===== src/rtl/packetmem_xbar_nbuf.sv =====
// Purpose: crossbar and ownership controller moving N_BUF packet buffers snooper -> CPU -> forwarder in arrival order.
// Latency: grants/releases commit on one clock edge; buffer datapath and agent read data/plen are combinational.
// Backpressure: an agent's ready stays low until a buffer is eligible; released buffers wait in index FIFOs of depth N_BUF.

// Purpose: small index FIFO holding buffer numbers waiting for the next agent.
// Latency: push visible at the head one edge later; head is read combinationally.
// Backpressure: never full in use, since every buffer index is queued at most once.
module packetmem_idx_fifo #(
  parameter int DEPTH = 4,
  parameter int W     = 2
) (
  input  logic         clk,
  input  logic         rst_n,
  input  logic         i_push_vld,
  input  logic [W-1:0] i_push_dat,
  input  logic         i_pop_rdy,
  output logic         o_head_vld,
  output logic [W-1:0] o_head_dat
);
  localparam int PW = (DEPTH > 1) ? $clog2(DEPTH) : 1;
  localparam int CW = $clog2(DEPTH + 1);

  logic [W-1:0]  r_mem [DEPTH];
  logic [PW-1:0] r_wr_ptr;
  logic [PW-1:0] r_rd_ptr;
  logic [CW-1:0] r_cnt;
  logic          w_pop;

  assign o_head_vld = (r_cnt != '0);
  assign o_head_dat = r_mem[r_rd_ptr];
  assign w_pop      = i_pop_rdy && o_head_vld;

  // Circular storage with occupancy count; push and pop may happen together.
  always_ff @(posedge clk or negedge rst_n) begin
    if (!rst_n) begin
      for (int i = 0; i < DEPTH; i++) r_mem[i] <= '0;
      r_wr_ptr <= '0;
      r_rd_ptr <= '0;
      r_cnt    <= '0;
    end else begin
      if (i_push_vld) begin
        r_mem[r_wr_ptr] <= i_push_dat;
        r_wr_ptr        <= (r_wr_ptr == PW'(DEPTH - 1)) ? '0 : r_wr_ptr + 1'b1;
      end
      if (w_pop) begin
        r_rd_ptr <= (r_rd_ptr == PW'(DEPTH - 1)) ? '0 : r_rd_ptr + 1'b1;
      end
      if (i_push_vld && !w_pop) begin
        r_cnt <= r_cnt + 1'b1;
      end else if (!i_push_vld && w_pop) begin
        r_cnt <= r_cnt - 1'b1;
      end
    end
  end
endmodule

module packetmem_xbar_nbuf #(
  parameter int ADDR_WIDTH = 10,
  parameter int DATA_WIDTH = 64,
  parameter int PLEN_WIDTH = 10,
  parameter int N_BUF      = 4,
  parameter int IDX_W      = $clog2(N_BUF)
) (
  input  logic                        clk,
  input  logic                        rst_n,
  input  logic [ADDR_WIDTH-1:0]       sn_addr,
  input  logic [DATA_WIDTH-1:0]       sn_wr_data,
  input  logic                        sn_wr_en,
  output logic                        sn_ready,
  input  logic                        sn_done,
  input  logic [ADDR_WIDTH-1:0]       cpu_addr,
  input  logic                        cpu_rd_en,
  output logic                        cpu_ready,
  input  logic                        cpu_done,
  input  logic                        cpu_accept,
  output logic [DATA_WIDTH-1:0]       cpu_rd_data,
  output logic [PLEN_WIDTH-1:0]       cpu_plen,
  input  logic [ADDR_WIDTH-1:0]       fwd_addr,
  input  logic                        fwd_rd_en,
  output logic                        fwd_ready,
  input  logic                        fwd_done,
  output logic [DATA_WIDTH-1:0]       fwd_rd_data,
  output logic [PLEN_WIDTH-1:0]       fwd_plen,
  output logic [N_BUF*ADDR_WIDTH-1:0] buf_addr,
  output logic [N_BUF*DATA_WIDTH-1:0] buf_wr_data,
  output logic [N_BUF-1:0]            buf_wr_en,
  output logic [N_BUF-1:0]            buf_rd_en,
  input  logic [N_BUF*DATA_WIDTH-1:0] buf_rd_data,
  input  logic [N_BUF*PLEN_WIDTH-1:0] buf_plen,
  output logic [15:0]                 drop_cnt,
  output logic [IDX_W:0]              free_cnt
);
  typedef enum logic [2:0] {
    ST_FREE, ST_SN, ST_RDY_CPU, ST_CPU, ST_RDY_FWD, ST_FWD
  } buf_st_e;

  buf_st_e          r_st     [N_BUF];
  buf_st_e          w_st_nxt [N_BUF];
  logic [IDX_W-1:0] r_sn_own, r_cpu_own, r_fwd_own;
  logic             r_sn_vld, r_cpu_vld, r_fwd_vld;
  logic [15:0]      r_drop_cnt;

  logic             w_sn_rel, w_cpu_rel, w_fwd_rel;
  logic             w_sn_gnt, w_cpu_gnt, w_fwd_gnt;
  logic             w_free_vld;
  logic [IDX_W-1:0] w_free_idx;
  logic [IDX_W:0]   w_free_cnt;
  logic             w_cpuq_vld, w_fwdq_vld;
  logic [IDX_W-1:0] w_cpuq_head, w_fwdq_head;

  // Done pulses only count while the agent actually holds a buffer.
  assign w_sn_rel  = sn_done  && r_sn_vld;
  assign w_cpu_rel = cpu_done && r_cpu_vld;
  assign w_fwd_rel = fwd_done && r_fwd_vld;

  // An agent releasing this edge may take a different, already-eligible buffer on the same edge.
  assign w_sn_gnt  = (!r_sn_vld  || w_sn_rel)  && w_free_vld;
  assign w_cpu_gnt = (!r_cpu_vld || w_cpu_rel) && w_cpuq_vld;
  assign w_fwd_gnt = (!r_fwd_vld || w_fwd_rel) && w_fwdq_vld;

  // Lowest-index FREE buffer and number of FREE buffers, both from pre-edge state.
  always_comb begin
    w_free_vld = 1'b0;
    w_free_idx = '0;
    w_free_cnt = '0;
    for (int i = N_BUF - 1; i >= 0; i--) begin
      if (r_st[i] == ST_FREE) begin
        w_free_vld = 1'b1;
        w_free_idx = IDX_W'(i);
        w_free_cnt = w_free_cnt + 1'b1;
      end
    end
  end

  packetmem_idx_fifo #(.DEPTH(N_BUF), .W(IDX_W)) u_cpu_q (
    .clk        (clk),
    .rst_n      (rst_n),
    .i_push_vld (w_sn_rel),
    .i_push_dat (r_sn_own),
    .i_pop_rdy  (w_cpu_gnt),
    .o_head_vld (w_cpuq_vld),
    .o_head_dat (w_cpuq_head)
  );

  packetmem_idx_fifo #(.DEPTH(N_BUF), .W(IDX_W)) u_fwd_q (
    .clk        (clk),
    .rst_n      (rst_n),
    .i_push_vld (w_cpu_rel && cpu_accept),
    .i_push_dat (r_cpu_own),
    .i_pop_rdy  (w_fwd_gnt),
    .o_head_vld (w_fwdq_vld),
    .o_head_dat (w_fwdq_head)
  );

  // Per-buffer next state; every event touches a distinct buffer since their pre-edge states differ.
  always_comb begin
    for (int i = 0; i < N_BUF; i++) w_st_nxt[i] = r_st[i];
    if (w_sn_rel) w_st_nxt[r_sn_own] = ST_RDY_CPU;
    if (w_cpu_rel) begin
      if (cpu_accept) w_st_nxt[r_cpu_own] = ST_RDY_FWD;
      else            w_st_nxt[r_cpu_own] = ST_FREE;
    end
    if (w_fwd_rel) w_st_nxt[r_fwd_own]   = ST_FREE;
    if (w_sn_gnt)  w_st_nxt[w_free_idx]  = ST_SN;
    if (w_cpu_gnt) w_st_nxt[w_cpuq_head] = ST_CPU;
    if (w_fwd_gnt) w_st_nxt[w_fwdq_head] = ST_FWD;
  end

  // Buffer states, agent ownership and drop counter.
  always_ff @(posedge clk or negedge rst_n) begin
    if (!rst_n) begin
      for (int i = 0; i < N_BUF; i++) r_st[i] <= ST_FREE;
      r_sn_own   <= '0;
      r_cpu_own  <= '0;
      r_fwd_own  <= '0;
      r_sn_vld   <= 1'b0;
      r_cpu_vld  <= 1'b0;
      r_fwd_vld  <= 1'b0;
      r_drop_cnt <= '0;
    end else begin
      for (int i = 0; i < N_BUF; i++) r_st[i] <= w_st_nxt[i];
      if (w_sn_gnt) begin
        r_sn_vld <= 1'b1;
        r_sn_own <= w_free_idx;
      end else if (w_sn_rel) begin
        r_sn_vld <= 1'b0;
      end
      if (w_cpu_gnt) begin
        r_cpu_vld <= 1'b1;
        r_cpu_own <= w_cpuq_head;
      end else if (w_cpu_rel) begin
        r_cpu_vld <= 1'b0;
      end
      if (w_fwd_gnt) begin
        r_fwd_vld <= 1'b1;
        r_fwd_own <= w_fwdq_head;
      end else if (w_fwd_rel) begin
        r_fwd_vld <= 1'b0;
      end
      if (w_cpu_rel && !cpu_accept && (r_drop_cnt != 16'hFFFF)) begin
        r_drop_cnt <= r_drop_cnt + 1'b1;
      end
    end
  end

  // Route each agent's port to the buffer it owns; unowned buffers see all zeros.
  always_comb begin
    buf_addr    = '0;
    buf_wr_data = '0;
    buf_wr_en   = '0;
    buf_rd_en   = '0;
    for (int i = 0; i < N_BUF; i++) begin
      if (r_sn_vld && (r_sn_own == IDX_W'(i))) begin
        buf_addr[i*ADDR_WIDTH +: ADDR_WIDTH]    = sn_addr;
        buf_wr_data[i*DATA_WIDTH +: DATA_WIDTH] = sn_wr_data;
        buf_wr_en[i]                            = sn_wr_en;
      end else if (r_cpu_vld && (r_cpu_own == IDX_W'(i))) begin
        buf_addr[i*ADDR_WIDTH +: ADDR_WIDTH] = cpu_addr;
        buf_rd_en[i]                         = cpu_rd_en;
      end else if (r_fwd_vld && (r_fwd_own == IDX_W'(i))) begin
        buf_addr[i*ADDR_WIDTH +: ADDR_WIDTH] = fwd_addr;
        buf_rd_en[i]                         = fwd_rd_en;
      end
    end
  end

  assign sn_ready    = r_sn_vld;
  assign cpu_ready   = r_cpu_vld;
  assign fwd_ready   = r_fwd_vld;
  assign cpu_rd_data = r_cpu_vld ? buf_rd_data[r_cpu_own*DATA_WIDTH +: DATA_WIDTH] : '0;
  assign cpu_plen    = r_cpu_vld ? buf_plen[r_cpu_own*PLEN_WIDTH +: PLEN_WIDTH]    : '0;
  assign fwd_rd_data = r_fwd_vld ? buf_rd_data[r_fwd_own*DATA_WIDTH +: DATA_WIDTH] : '0;
  assign fwd_plen    = r_fwd_vld ? buf_plen[r_fwd_own*PLEN_WIDTH +: PLEN_WIDTH]    : '0;
  assign drop_cnt    = r_drop_cnt;
  assign free_cnt    = w_free_cnt;
endmodule


===== config.mk =====
export PLATFORM = sky130hd
export DESIGN_NAME = packetmem_xbar_nbuf
export DESIGN_NICKNAME = d
export VERILOG_FILES = /design/src/rtl/packetmem_xbar_nbuf.sv
export SDC_FILE = /design/constraint.sdc
export NUM_CORES = 1
export LEC_CHECK = 0
export ABC_CLOCK_PERIOD_IN_PS = 3290
export CAP_MARGIN = 20
export CELL_PAD_IN_SITES_DETAIL_PLACEMENT = 1
export CELL_PAD_IN_SITES_GLOBAL_PLACEMENT = 2
export CORE_AREA = 3 3 341 343
export CTS_CLUSTER_DIAMETER = 200
export DETAILED_ROUTE_END_ITERATION = 8
export DIE_AREA = 0 0 344 346
export PLACE_DENSITY_LB_ADDON = 0.25
export SYNTH_ARGS = -nofsm -noshare
export SYNTH_HDL_FRONTEND = slang
export SYNTH_SLANG_ARGS = --single-unit
export TNS_END_PERCENT = 100

===== constraint.sdc =====
create_clock -name clk -period 3.29 [get_ports clk]
set_input_delay 0.658 -clock clk [delete_from_list [all_inputs] [get_ports clk]]
set_output_delay 0.658 -clock clk [all_outputs]
set_load 0.05 [all_outputs]

==> flow_summary_export.csv <==
group,metric,value,unit
global_route,grt_use_met1,17.7,%
worst_setup_path,r2r-start,"cpu_ready$_DFFE_PN0P_",
floorplan,dieHeight,346,um
routing,drt-vias-per-instance,3.74,
timing,fmax,0.315,GHz
logic_synthesis,ys_seq_area_share,15.7,%
floorplan,initial_core_util,9.36,%
routing,vias,13000,
worst_setup_path,cp.required,2.63,ns
finish,drive_gt1_share,35.8,%
worst_setup_path,r2r_cells,7,
finish,fin_cells,3488,
logic_synthesis,synth_area,0.0107,sq mm
timing,setup_viol,0,
timing,worst_pin_slew,0.656,ns
placed_design,numPortBuffers,872,
logic_synthesis,syn_area_per_cell,9.53,sq um
clocking,cts_htree_levels,3,
timing,finalHoldViolations,0,
placed_design,place_inst,3457,
timing,rsz0062_at_grt,"false",
worst_setup_path,cp-endpoint,"free_cnt[1]",
global_route,grt_pass1_vias,14400,
floorplan,fp-row-count,124,
routing,drc,0,
logic_synthesis,ys_warn_count,0,
floorplan,design.die.area,0.119,sq mm
finish,n_fill_cell,13200,
routing,first_iter_violations,652,
worst_setup_path,r2r_slack,0.76,ns
timing,finClkSkew,0.00784,ns
global_route,grt_antenna_before_repair,27,
worst_setup_path,crit_path_cell_trace,"or3_4 > inv_1 > ha_1 > xnor2_2 > ha_1 > mux2_2 > buf_4",
pwr,p_leak,8.53,nW
worst_setup_path,worst_setup_path_end_kind,"output pin",
hold_path,min_path_type,"input port to async pin",
routing,drt_first_pass_iters,4,
clocking,cts.sinks,67,
finish,syn2layout_area_growth,107,%
floorplan,die_width,344,um
worst_setup_path,crit_arrival,2.51,ns
clocking,clock_latency,0.33,ns
routing,wire_per_inst,25.9,um
logic_synthesis,async_flop_share,100,%
timing,tns,0,ns
global_route,busiest_layer,"met2",
logic_synthesis,synth_nets,1536,
worst_setup_path,regToRegEndpoint,"u_cpu_q.r_cnt[1]$_DFFE_PN0P_",
run_status,status,"completed",
worst_setup_path,slowest_stage,"or3_4",
timing,slew_viol_final,0,
routing,detail-route-antenna-nets,0,
global_route,grt.total_usage,14.4,%
timing,hold_slack,0.349,ns
floorplan,coreArea,0.114,sq mm
logic_synthesis,synth_edf_count,0,
placed_design,gp_congestion,0.894,
routing,routed_wl,90.2,mm
clocking,hold_buffers,0,
finish,nNetsFinal,2380,
clocking,clk_pin_slew,0.06,ns
global_route,met3_usage,3.35,%
worst_setup_path,crit_top_cell,"ha_1",
pwr,ir_drop,0.430,mV
clocking,numCtsBuffers,9,
flow_run,maxCapViolCount,0,
logic_synthesis,ys_seq_elements,67,
placed_design,dp_hpwl,75.9,mm
global_route,grt_pass1_wl,123,mm
timing,max_slew_margin,56.0,%
clocking,cts_tree,"done",
worst_setup_path,worstSetupStartpoint,"r_st[4]$_DFF_PN0_",
timing,period_share,96.4,%
pwr,powerDensity,610,mW/mm^2
global_route,met2_usage,25.4,%
logic_synthesis,synth_ff_type,"dfrtp_1",
worst_setup_path,criticalPathCategory,"flip-flop to output pin",
floorplan,io_pins,873,
clocking,cts_buffer_depth,2,
clocking,root_buffer,"clkbuf_16",
global_route,overflow,0,
logic_synthesis,ys_types,61,
timing,finalCriticalPeriod,3.17,ns
worst_setup_path,crit_path_max_fanout,6,
worst_setup_path,critPathMaxStageDelay,0.43,ns
logic_synthesis,syn-instance-count,1119,
global_route,grt_start_max_net_pins,68,
worst_setup_path,critical_path.startpoint_type,"flip-flop",
==> worst min path at each step <==
stage / startpoint / depth (start not counted) / to
after floorplan: rst_n / 0 / cpu_ready$_DFFE_PN0P_
after global placement: u_fwd_q.r_cnt[2]$_DFFE_PN0P_ / 1 / u_fwd_q.r_cnt[2]$_DFFE_PN0P_
after detailed placement: u_fwd_q.r_cnt[2]$_DFFE_PN0P_ / 1 / u_fwd_q.r_cnt[2]$_DFFE_PN0P_
after CTS: rst_n / 2 / sn_ready$_DFFE_PN0P_
after global routing: rst_n / 2 / sn_ready$_DFFE_PN0P_
final: rst_n / 2 / sn_ready$_DFFE_PN0P_
==> worst max-delay path: cells and delay by family (launching register included) <==
family / cells / cell delay, ns
mux: 1 / 0.26
xor+xnor: 1 / 0.17
flops: 1 / 0.38
simple gates: 1 / 0.43
buf+inv: 2 / 0.35
fa+ha+maj: 2 / 0.59
==> per-stage QoR <==
step           setup WS [ns]  power, mW  utilization, %  area (sq um)
2_1_floorplan         0.0167       7.66               -         10700
6_report               0.119       13.4            19.4         22100
3_3_place_gp           0.124       12.7            19.0         21700
3_5_place_dp          0.0996       12.8            19.0         21700
5_1_grt            0.0000824       14.1            19.3         22000
4_1_cts               0.0114       13.7            19.3         22000
==> cell type report <==
type                            count  area [sq um]  area share, %
Timing Repair Buffer              939          9560           43.4
Multi-Input combinational cell    935          8570           38.9
Tap cell                         1512          1890           8.58
Sequential cell                    67          1700           7.71
Clock buffer                       13           250           1.13
Inverter                           11          41.3          0.187
Antenna cell                        8          20.0         0.0908
Clock inverter                      3          15.0         0.0681
==> logic make-up after synthesis <==
group                    after synthesis  synth area share, %
buffers and inverters                117                 4.59
AND/OR/NAND/NOR                      584                 32.7
flip-flops                            67                 15.7
XOR/XNOR                              22                 1.81
adder cells (fa/ha/maj)               18                 2.25
AO/OA/AOI/OAI                        133                 8.11
multiplexers                         178                 34.8
==> per-layer routing <==
metal	share of wire (%)	vias to the layer above
met5	0.18	-
met4	2.1	24
met3	6.2	74
met2	50	474
met1	42	6698
li1	-	5760
==> power by group <==
group | switching, mW | total [mW] | internal (mW)
clock network | 0.358 | 0.886 | 0.528
registers | 0.280 | 1.34 | 1.06
logic | 7.15 | 11.2 | 4.07
total | 7.79 | 13.4 | 5.66
==> registers in the layout (all words and copies together) (netlist names) <==
signal            cells
drop_cnt             16
r_st                 12
u_cpu_q.r_mem         8
u_fwd_q.r_mem         8
u_cpu_q.r_cnt         3
u_fwd_q.r_cnt         3
r_cpu_own             2
r_fwd_own             2
r_sn_own              2
u_cpu_q.r_rd_ptr      2
u_cpu_q.r_wr_ptr      2
u_fwd_q.r_rd_ptr      2
u_fwd_q.r_wr_ptr      2
cpu_ready             1
fwd_ready             1
sn_ready              1
==> placed cells by master, fill, tap and decap left out, types with 5 or more instances in the layout <==
master / count
a21oi_1: 10
a22oi_1: 42
and2_1: 411
buf_12: 108
buf_4: 372
clkbuf_16: 9
clkdlybuf4s50_1: 457
dfrtp_1: 61
dfrtp_4: 6
diode_2: 8
ha_1: 16
inv_1: 10
mux2_2: 25
mux4_2: 152
nand2_1: 76
nand2b_1: 6
nand3_1: 9
nand4_1: 9
nand4b_1: 5
nor2_1: 13
nor3_1: 12
o21ai_0: 38
o21ai_1: 13
xor2_1: 17
==> cell usage after synthesis (all sizes together), types with 15 or more instances <==
master,n,area [sq um]
a22oi,42,315
mux4,152,3420
buf,21,108
clkbuf,85,340
mux2,25,282
o21ai,54,282
nor2,15,56.3
ha,16,200
xor2,18,158
nand2,76,285
and2,412,2580
dfrtp,67,1680
==> repair_timing <==
item | in CTS | in global routing
gates resized for setup | 7 | 3
pin swaps | 1 | 1
endpoints found under the setup margin | 19 | 8
buffers inserted | 6 | 1
(Power assumes the default switching activity.)
